### src/rtl/pid_err_diff.sv
// Error / difference front end for the incremental PID datapath.
// Ports: clk, rst_n (sync, active-low), clr, in_valid/in_ready,
//   setpoint/feedback (W, unsigned), out_valid/out_ready,
//   e0 (W+1), d1 (W+2), d2 (W+3) signed, primed.
module pid_err_diff #(
    parameter int W = 16
) (
    input  logic           clk,
    input  logic           rst_n,
    input  logic           clr,
    input  logic           in_valid,
    output logic           in_ready,
    input  logic [W-1:0]   setpoint,
    input  logic [W-1:0]   feedback,
    output logic           out_valid,
    input  logic           out_ready,
    output logic [W:0]     e0,
    output logic [W+1:0]   d1,
    output logic [W+2:0]   d2,
    output logic           primed
);

    // Stage 1 holds one raw error sample.
    logic         s1_valid;
    logic [W:0]   s1_e;

    // Error history e(k-1), e(k-2) and count of real samples in it.
    logic [W:0]   e1;
    logic [W:0]   e2;
    logic [1:0]   hist_cnt;

    logic         adv;
    logic         in_xfer;
    logic         flush;

    logic [W:0]   e_new;
    logic [W+1:0] d1_next;
    logic [W+2:0] d2_next;

    assign flush    = !rst_n || clr;
    assign adv      = s1_valid && (!out_valid || out_ready);
    assign in_ready = rst_n && !clr && (!s1_valid || adv);
    assign in_xfer  = in_valid && in_ready;

    // Zero-extend to W+1 so the subtraction is exact.
    assign e_new = {1'b0, setpoint} - {1'b0, feedback};

    // Sign-extended full-width differences; widths chosen so
    // none of these can overflow for any pair of W-bit inputs.
    assign d1_next = {s1_e[W], s1_e} - {e1[W], e1};
    assign d2_next = {{2{s1_e[W]}}, s1_e}
                   - {e1[W], e1, 1'b0}
                   + {{2{e2[W]}}, e2};

    always_ff @(posedge clk) begin
        if (flush) begin
            s1_valid <= 1'b0;
            s1_e     <= '0;
        end else if (in_xfer) begin
            s1_valid <= 1'b1;
            s1_e     <= e_new;
        end else if (adv) begin
            s1_valid <= 1'b0;
        end
    end

    always_ff @(posedge clk) begin
        if (flush) begin
            out_valid <= 1'b0;
            e0        <= '0;
            d1        <= '0;
            d2        <= '0;
            primed    <= 1'b0;
            e1        <= '0;
            e2        <= '0;
            hist_cnt  <= '0;
        end else if (adv) begin
            out_valid <= 1'b1;
            e0        <= s1_e;
            d1        <= d1_next;
            d2        <= d2_next;
            // Both history taps are real once two samples preceded this one.
            primed    <= (hist_cnt == 2'd2);
            e2        <= e1;
            e1        <= s1_e;
            if (hist_cnt != 2'd2)
                hist_cnt <= hist_cnt + 2'd1;
        end else if (out_ready) begin
            out_valid <= 1'b0;
        end
    end

endmodule

### config.mk
export PLATFORM = sky130hd
export DESIGN_NAME = pid_err_diff
export DESIGN_NICKNAME = d
export VERILOG_FILES = /design/src/rtl/pid_err_diff.sv
export SDC_FILE = /design/constraint.sdc
export NUM_CORES = 1
export LEC_CHECK = 0
export ABC_AREA = 0
export BUFFER_PORTS_ARGS = -buffer_cell sky130_fd_sc_hd__buf_4
export CORE_MARGIN = 2
export CORE_UTILIZATION = 26
export CTS_CLUSTER_DIAMETER = 150
export DETAILED_ROUTE_END_ITERATION = 10
export HOLD_SLACK_MARGIN = 0.02
export PLACE_DENSITY = 0.5
export SYNTH_ARGS = -nofsm -noshare
export SYNTH_HDL_FRONTEND = slang
export SYNTH_SLANG_ARGS = --single-unit
### constraint.sdc
create_clock -name clk -period 2.83 [get_ports clk]
set_input_delay 0.283 -clock clk [delete_from_list [all_inputs] [get_ports clk]]
set_output_delay 0.283 -clock clk [all_outputs]
set_load 0.02 [all_outputs]
After elaboration in Yosys (flattened, before gate mapping):

Cells that the tools add are included.

* register bits after elaboration: 93

* $add $sub $neg: 5
* equality and inequality tests: 2
* muxes and demuxes: 4
* reduce and logical (&&, ||, !) cells: 14

Operator list (number)
* $add A19 B19 Y19: 1
* $sub A17 B18 Y19: 1
* $sub A17 B17 Y18: 1
* $sub A16 B16 Y17: 1
* $logic_and A1 B1 Y1: 4
* $logic_not A1 Y1: 4
* $mux W1: 4
* $reduce_bool A2 Y1: 2
* $logic_or A1 B1 Y1: 3
* $add A2 B1 Y2 const B: 1
* $eq A2 B2 Y1 const B: 1
* $ne A2 B2 Y1 const B: 1
* $reduce_and A2 Y1: 1

Logic depth before layout (Yosys ltp):

Gate-level depths: netlist of run 1.

* depth after elaboration: 7
* depth in mapped cells: 11
* mapped depth without buffers: 11

Worst setup path after synthesis of run 1:

No wires, ideal clock.

* path type: reg2reg
* start point: reg e1[1]
* end point: reg d2[18]
* arrival time: 2467 ps
* required time: 2713 ps
* setup slack: 246 ps
* cell stages (with the launch flop): 11
* cells stage by stage: dfxtp_1 > fa_1 > inv_1 > ha_1 > nor2b_4 > o311ai_2 > a211oi_2 > o211ai_1 > a31oi_1 > mux2i_1 > nand2_1

* longest elaborated chain between the ends: 2

Ends and longest elaborated chain
* start, declared: RTL line 28 `logic [W:0] e1;`
* start signal, assigned: RTL line 74 `e1 <= '0;`
* start signal, assigned: RTL line 85 `e1 <= s1_e;`
* $sub A17 B18 Y19: RTL line 52 `- {e1[W], e1, 1'b0}`
* $add A19 B19 Y19: RTL line 53 `+ {{2{e2[W]}}, e2};`
* end signal, assigned: RTL line 81 `d2 <= d2_next;`
* end, declared: RTL line 19 `output logic [W+2:0] d2,`

No other way between the ends.
A chain may end at the register's enable or synchronous reset.

Worst setup path after layout of run 1:

* start point: reg s1_e[2]
* end point: reg d2[11]

* longest elaborated chain between the ends: 2

Ends and longest elaborated chain
* start, declared: RTL line 25 `logic [W:0] s1_e;`
* start signal, assigned: RTL line 61 `s1_e <= e_new;`
* $sub A17 B18 Y19: RTL line 52
* $add A19 B19 Y19: RTL line 53

No other way between the ends.

==> impl_metrics.csv, run 1 <==
group,metric,value,unit
clock_network,clk-insertion-delay-late,360,ps
clock_network,tritoncts,"yes",
grt,grt_antenna_before_repair,0,
clock_network,tritoncts.num_buffers,9,
drt,initialDrtViolationCount,363,
worst_setup_path,worst_setup_path_end_kind,"flip-flop",
power,p_per_area,469,nW/µm²
yosys,synth.yosys.warnings,0,
drt,vias,5621,
timing,unrepaired_setup_endpoints_after_global_routing,"false",
clock_network,number_of_buffers_inserted_by_post_cts_setup_repair,0,
yosys,synth_top_cell_by_area,"sky130_fd_sc_hd__dfxtp_1",
yosys,syn-cell-area,6300,µm²
yosys,syn-mean-instance-area,7.72,µm²
yosys,syn_nets,925,
power,power_leakage,3.31,nW
power,worst_ir_drop_vdd,297,µV
placement,placed_area,7550,µm²
yosys,yosys-top-cells-area,"sky130_fd_sc_hd__dfxtp_1 (30%), sky130_fd_sc_hd__ha_1 (10%), sky130_fd_sc_hd__a21oi_1 (7.6%)",
drt,detail_route.vias_per_cell,4.51,
power,power_switching_share,0.322,
grt,maximum_number_of_pins_on_one_net_before_global_route_repair,75,
cells_and_area,layout-drive-gt1-share,0.180,
job,maxCapViolations,0,
placement,placedCellCount,1231,
yosys,synthFlopType,"sky130_fd_sc_hd__dfxtp_1",
yosys,yosysSeqAreaShare,0.295,
timing,remaining_max_slew_budget_at_the_tightest_pin,0.392,
cells_and_area,finalNonFillerCells,1247,
timing,setup_violation_total_in_the_final_timing_report,0,
cells_and_area,layout.cell_area.non_filler,7870,µm²
yosys,synth_top_cell_area_share,0.295,
clock_network,cts_resized,0,
power,comb_power_share,0.298,
worst_hold_path,min_path_type,"in2reg",
drt,wire_per_inst,13.9,µm
status,run_status,"finished clean",
clock_network,root_buffer,"sky130_fd_sc_hd__clkbuf_16",
cells_and_area,num-fill-cells,2560,
yosys,ys_async_sr_fraction,0,
clock_network,htreeDepth,3,
floorplanning,row_count,56,
placement,detailedPlacementHpwl,13200,µm
worst_setup_path,cp_data_required_time,3030,ps
drt,drc,0,
yosys,synthTopCellsByCount,"sky130_fd_sc_hd__nand2_1 (122), sky130_fd_sc_hd__inv_1 (111), sky130_fd_sc_hd__a21oi_1 (96)",
grt,grt_use_total,0.139,
power,sw_power,1.19,mW
power,power_report.internal_total,2.51,mW
cells_and_area,finalNetCount,1031,
power,p_total,3.69,mW
floorplanning,io-pin-count,94,
timing,setup-tns-final,0,ps
worst_setup_path,crit_path_max_fanout,4,
yosys,synth_edf_count,0,
clock_network,cts.sinks,93,
clock_network,cts.hold.buffers_added,0,
worst_setup_path,worst-setup-path-type,"reg2reg",
timing,max_freq,0.366,GHz
timing,clock_skew,10.1,ps
timing,min_period_over_period,0.964,
timing,worstMarginPinSlew,912,ps
grt,number_of_global_route_vias_before_repair,5540,
yosys,post_synth_inst_count,817,
timing,report.final.slew_viol_count,0,
timing,final_period_minus_worst_setup_slack,2730,ps
worst_setup_path,critical_path.startpoint_type,"flip-flop",
power,clock_power_share,0.334,
yosys,ys_types,59,
cells_and_area,seqCellArea,1860,µm²
floorplanning,chipHeight,160,µm
placement,buffer_ports.inserted,93,
drt,route.antenna.remaining_nets,0,
cells_and_area,multi_input_logic_area,3910,µm²
power,sequential_share_of_power,0.368,
grt,grt_first_pass_wirelength,28800,µm
worst_setup_path,arrival,2930,ps
cells_and_area,post_layout_utilization_of_the_core,0.333,
timing,report.final.hold_viol_count,0,
clock_network,max-clock-path-buffers,2,
floorplanning,floorplan.initialDensity,0.267,
floorplanning,die-width,160,µm
clock_network,worst_setup_hold_path_clk_slew,70,ps
drt,routed_wirelength,17400,µm
floorplanning,design.die.area,25500,µm²
cells_and_area,num_antenna_cells,0,
cells_and_area,area_growth_syn_to_layout,24.9,%
floorplanning,coreArea,23600,µm²
yosys,post-synth-top-count-cell,"sky130_fd_sc_hd__nand2_1",
grt,grt_remaining_overflow,0,
placement,routability_congestion,0.816,
drt,1st_pass_router_iterations,5,
yosys,synth_seq_cells,93,
-- cell families after synthesis --
family,synth area share
simple gates,0.197
compound gates,0.209
buf+inv,0.0919
flops,0.295
fa+ha+maj,0.164
xor+xnor,0.0403
mux,0.00318
-- power groups by stage --
stage	registers [mW]	logic (mW)	clock network, mW
after floorplan	1.40	0.759	0
after global placement	1.39	1.08	0
after detailed placement	1.39	1.08	0
after CTS	1.36	1.09	1.28
after global routing	1.36	1.24	1.34
final	1.36	1.10	1.23
-- cell type report --
class                           count  share of cell area
Timing Repair Buffer              127               0.126
Multi-Input combinational cell    581               0.497
Sequential cell                    93               0.237
Clock inverter                      6             0.00795
Tap cell                          319              0.0507
Clock buffer                       10              0.0291
Inverter                          111              0.0529
-- layer usage --
layer  GRT usage  wire length [µm]  vias to the layer above
li1            -                 -                     2963
met1       0.199              9060                     2538
met2       0.210              7290                      105
met3      0.0275               764                       15
met4      0.0450               267                        0
met5           0                 0                        -
-- layout by cell type (no fill, tap or decap), types with 3 or more instances in the layout --
master,synthesis,layout
sky130_fd_sc_hd__a211oi_1,11,11
sky130_fd_sc_hd__a21o_1,11,11
sky130_fd_sc_hd__a21oi_1,96,96
sky130_fd_sc_hd__a31oi_1,7,7
sky130_fd_sc_hd__and3_1,5,5
sky130_fd_sc_hd__buf_12,0,3
sky130_fd_sc_hd__buf_4,0,124
sky130_fd_sc_hd__clkbuf_16,0,9
sky130_fd_sc_hd__clkinv_2,0,3
sky130_fd_sc_hd__dfxtp_1,93,91
sky130_fd_sc_hd__fa_1,19,19
sky130_fd_sc_hd__ha_1,52,50
sky130_fd_sc_hd__inv_1,111,111
sky130_fd_sc_hd__nand2_1,122,122
sky130_fd_sc_hd__nand2b_1,14,12
sky130_fd_sc_hd__nand3_1,31,31
sky130_fd_sc_hd__nand3b_1,3,3
sky130_fd_sc_hd__nand4_1,8,8
sky130_fd_sc_hd__nor2_1,47,47
sky130_fd_sc_hd__nor2b_1,12,10
sky130_fd_sc_hd__nor3_1,11,11
sky130_fd_sc_hd__o211ai_1,11,11
sky130_fd_sc_hd__o21a_1,9,9
sky130_fd_sc_hd__o21ai_0,27,27
sky130_fd_sc_hd__o21ai_1,8,8
sky130_fd_sc_hd__o31ai_1,6,6
sky130_fd_sc_hd__or4_1,3,3
sky130_fd_sc_hd__xnor2_1,16,16
sky130_fd_sc_hd__xor2_1,13,13
-- sequential cells by signal (all words and copies together) (netlist names) --
register   cells
s1_valid       1
primed         1
hist_cnt       2
e1            17
e2            17
d1            18
d2            19
out_valid      1
s1_e          17
-- path summary, 6_finish.rpt --
check | startpoint | to | slack (ps) | cells past startpoint
max | s1_e[2] | d2[11] | 100 | 10
min | in_valid | s1_valid | 150 | 3
max reg2reg | s1_e[2] | d2[11] | 100 | 10
min reg2reg | d2[4] | d2[4] | 450 | 2
-- metrics by stage --
| step | hold slack, ps | setup WS [ps] |
|---|---|---|
| 6_report | 153 | 101 |
| 3_3_place_gp | 442 | 120 |
| 5_1_grt | 187 | 6.64 |
| 2_1_floorplan | 400 | 246 |
| 4_1_cts | 136 | 23.0 |
| 3_5_place_dp | 446 | 68.2 |
-- critical path: stages (launching register included) --
cell	delay, ps
sky130_fd_sc_hd__dfxtp_1	380
sky130_fd_sc_hd__inv_1	90
sky130_fd_sc_hd__fa_1	500
sky130_fd_sc_hd__inv_1	40
sky130_fd_sc_hd__ha_2	310
sky130_fd_sc_hd__a2111oi_4	460
sky130_fd_sc_hd__o211ai_2	160
sky130_fd_sc_hd__and2_4	200
sky130_fd_sc_hd__a21oi_2	150
sky130_fd_sc_hd__mux2i_1	210
sky130_fd_sc_hd__a21oi_1	80
No activity file was read; power rests on OpenSTA's default activity.
==> run 2: changes to the inputs <==
ABC_AREA = 1   (was 0)
PLACE_DENSITY = 0.49   (was 0.5)
==> impl_metrics.csv, run 2 <==
group,metric,value,unit
timing,unrepaired_setup_endpoints_after_global_routing,"false",
grt,number_of_global_route_vias_before_repair,6037,
floorplanning,coreArea,25200,µm²
yosys,synth_top_cell_area_share,0.280,
yosys,synth_edf_count,0,
yosys,synth_top_cell_by_area,"sky130_fd_sc_hd__dfxtp_1",
yosys,synth.yosys.warnings,0,
cells_and_area,largest_reg_flops,19,
yosys,synth_seq_cells,93,
clock_network,htreeDepth,3,
timing,clock_skew,10.1,ps
grt,maximum_number_of_pins_on_one_net_before_global_route_repair,76,
clock_network,cts_resized,0,
yosys,synthFlopType,"sky130_fd_sc_hd__dfxtp_1",
power,power_switching_share,0.363,
timing,setup_violation_total_in_the_final_timing_report,0,
job,maxCapViolations,0,
clock_network,root_buffer,"sky130_fd_sc_hd__clkbuf_16",
clock_network,worst_setup_hold_path_clk_slew,70,ps
grt,grt_remaining_overflow,0,
cells_and_area,num_antenna_cells,0,
power,sequential_share_of_power,0.361,
power,power_report.internal_total,2.43,mW
grt,grt_first_pass_wirelength,30700,µm
drt,route.antenna.remaining_nets,0,
cells_and_area,num-fill-cells,2786,
yosys,yosysSeqAreaShare,0.280,
grt,grt_use_total,0.145,
status,run_status,"finished clean",
grt,grt_antenna_before_repair,0,
drt,vias,6217,
drt,routed_wirelength,18700,µm
power,power_leakage,4.09,nW
cells_and_area,finalNetCount,1201,
cells_and_area,layout.cells.most_common_list,"sky130_fd_sc_hd__inv_1 (201), sky130_fd_sc_hd__nand2_1 (185), sky130_fd_sc_hd__nor2_1 (118)",
yosys,syn-mean-instance-area,6.58,µm²
yosys,yosys-top-cells-area,"sky130_fd_sc_hd__dfxtp_1 (28%), sky130_fd_sc_hd__inv_1 (11%), sky130_fd_sc_hd__nand2_1 (10%)",
placement,routability_congestion,0.891,
drt,met2RoutedLength,8000,µm
floorplanning,design.die.area,26900,µm²
worst_setup_path,worst_setup_path_end_kind,"flip-flop",
worst_setup_path,arrival,2680,ps
yosys,syn_nets,1118,
clock_network,max-clock-path-buffers,2,
yosys,syn-cell-area,6650,µm²
yosys,ys_types,39,
timing,min_period_over_period,0.860,
floorplanning,io-pin-count,94,
clock_network,tritoncts.num_buffers,9,
drt,top_layer_used,"met4",
power,p_total,3.82,mW
placement,detailedPlacementHpwl,14600,µm
timing,remaining_max_slew_budget_at_the_tightest_pin,0.482,
timing,report.final.hold_viol_count,0,
clock_network,number_of_buffers_inserted_by_post_cts_setup_repair,0,
power,sw_power,1.39,mW
placement,buffer_ports.inserted,93,
worst_setup_path,crit_path_max_fanout,4,
yosys,post-synth-top-count-cell,"sky130_fd_sc_hd__inv_1",
drt,wire_per_inst,13.1,µm
power,p_per_area,481,nW/µm²
drt,route.layer.met1.wl,9430,µm
clock_network,clk-insertion-delay-late,350,ps
clock_network,cts.hold.buffers_added,0,
timing,final_period_minus_worst_setup_slack,2430,ps
timing,layout_setup_ws,397,ps
timing,report.final.slew_viol_count,0,
cells_and_area,layout_commonest_cell,"sky130_fd_sc_hd__inv_1",
drt,drc,0,
timing,setup-tns-final,0,ps
worst_setup_path,worst-setup-path-type,"reg2reg",
timing,worstMarginPinSlew,776,ps
cells_and_area,layout-drive-gt1-share,0.115,
yosys,post_synth_inst_count,1010,
drt,initialDrtViolationCount,252,
cells_and_area,area_growth_syn_to_layout,19.6,%
timing,max_freq,0.411,GHz
placement,detailedPlace.worstSlack,431,ps
floorplanning,floorplan.initialDensity,0.264,
cells_and_area,top_register,"d2",
floorplanning,chipHeight,164,µm
power,clock_power_share,0.303,
clock_network,cts.sinks,93,
floorplanning,row_count,58,
worst_setup_path,cp_data_required_time,3080,ps
floorplanning,die-width,164,µm
drt,detail_route.vias_per_cell,4.35,
yosys,synthTopCellsByCount,"sky130_fd_sc_hd__inv_1 (201), sky130_fd_sc_hd__nand2_1 (186), sky130_fd_sc_hd__nor2_1 (119)",
power,worst_ir_drop_vdd,294,µV
cells_and_area,biggestRegsByFlops,"d2 (19), d1 (18)",
yosys,ys_async_sr_fraction,0,
worst_setup_path,critical_path.startpoint_type,"flip-flop",
power,comb_power_share,0.336,
drt,met3WireLength,899,µm
worst_hold_path,min_path_type,"in2reg",
drt,1st_pass_router_iterations,5,
clock_network,tritoncts,"yes",
==> run 2: cell count changes in the layout (fill, tap and decap cells not counted), sizes merged, moves of 13 or more <==
| cell | previous run | this run |
|---|---|---|
| inv | 112 | 204 |
| nor2 | 47 | 121 |
| nand2 | 122 | 187 |
| o21ai | 35 | 89 |
| nand3 | 31 | 77 |
| buf | 127 | 99 |
| nand2b | 15 | 0 |
| a211oi | 14 | 1 |
| nor2b | 13 | 0 |
==> run 2: cells by family after synthesis <==
group,count (synthesis),synth area share
AOI/OAI and AO/OA,201,0.160
xor gates and xnor gates,16,0.0211
and+or+nand+nor,398,0.249
buffers and inverters,231,0.135
DFF,93,0.280
adders and majority gates,71,0.155
==> run 2: worst paths after layout <==
path | from | end | slack (ps) | cells past startpoint
max | s1_e[4] | d2[7] | 400 | 13
min | out_ready | out_valid | 230 | 4
max reg2reg | s1_e[4] | d2[7] | 400 | 13
min reg2reg | e2[6] | e2[6] | 480 | 2
==> run 2: critical path: stages (launching register included) <==
cell	delay (ps)
sky130_fd_sc_hd__dfxtp_1	380
sky130_fd_sc_hd__inv_1	90
sky130_fd_sc_hd__fa_1	500
sky130_fd_sc_hd__inv_1	40
sky130_fd_sc_hd__ha_1	350
sky130_fd_sc_hd__a21oi_1	260
sky130_fd_sc_hd__nor2_1	70
sky130_fd_sc_hd__nor2_1	80
sky130_fd_sc_hd__nand2_1	100
sky130_fd_sc_hd__inv_1	80
sky130_fd_sc_hd__or2_1	100
sky130_fd_sc_hd__nand3_1	120
sky130_fd_sc_hd__nand2_1	110
sky130_fd_sc_hd__inv_1	40
==> run 2: power by group through the flow <==
stage	combinational [mW]	sequential [mW]	clock, mW
after floorplan	0.928	1.42	0
after global placement	1.29	1.41	0
after detailed placement	1.29	1.41	0
after CTS	1.29	1.38	1.21
after global routing	1.49	1.38	1.25
final	1.29	1.38	1.16
==> run 2: cell type report <==
cell class | count | area [µm²] | share of cell area
clock buffers | 13 | 250 | 0.0315
multi-input cells | 686 | 3900 | 0.490
well taps | 330 | 413 | 0.0519
repair buffers | 99 | 743 | 0.0934
inverters | 204 | 766 | 0.0962
flip-flops and latches | 93 | 1860 | 0.234
clock inverters | 3 | 21.3 | 0.00267
==> run 2: routing by layer <==
metal,vias to the layer above,track usage
met4,0,0.0447
met1,2702,0.202
li1,3357,-
met5,-,0
met3,17,0.0285
met2,141,0.225
==> run 2: per-stage QoR <==
step                utilization  hold slack [ps]  area (µm²)  cells
global placement          0.305              458        7680   1412
global route              0.316              241        7960   1428
finish                    0.316              226        7960   1428
floorplan                     -              447        6650   1010
detailed placement        0.305              468        7680   1412
CTS                       0.316              214        7960   1428
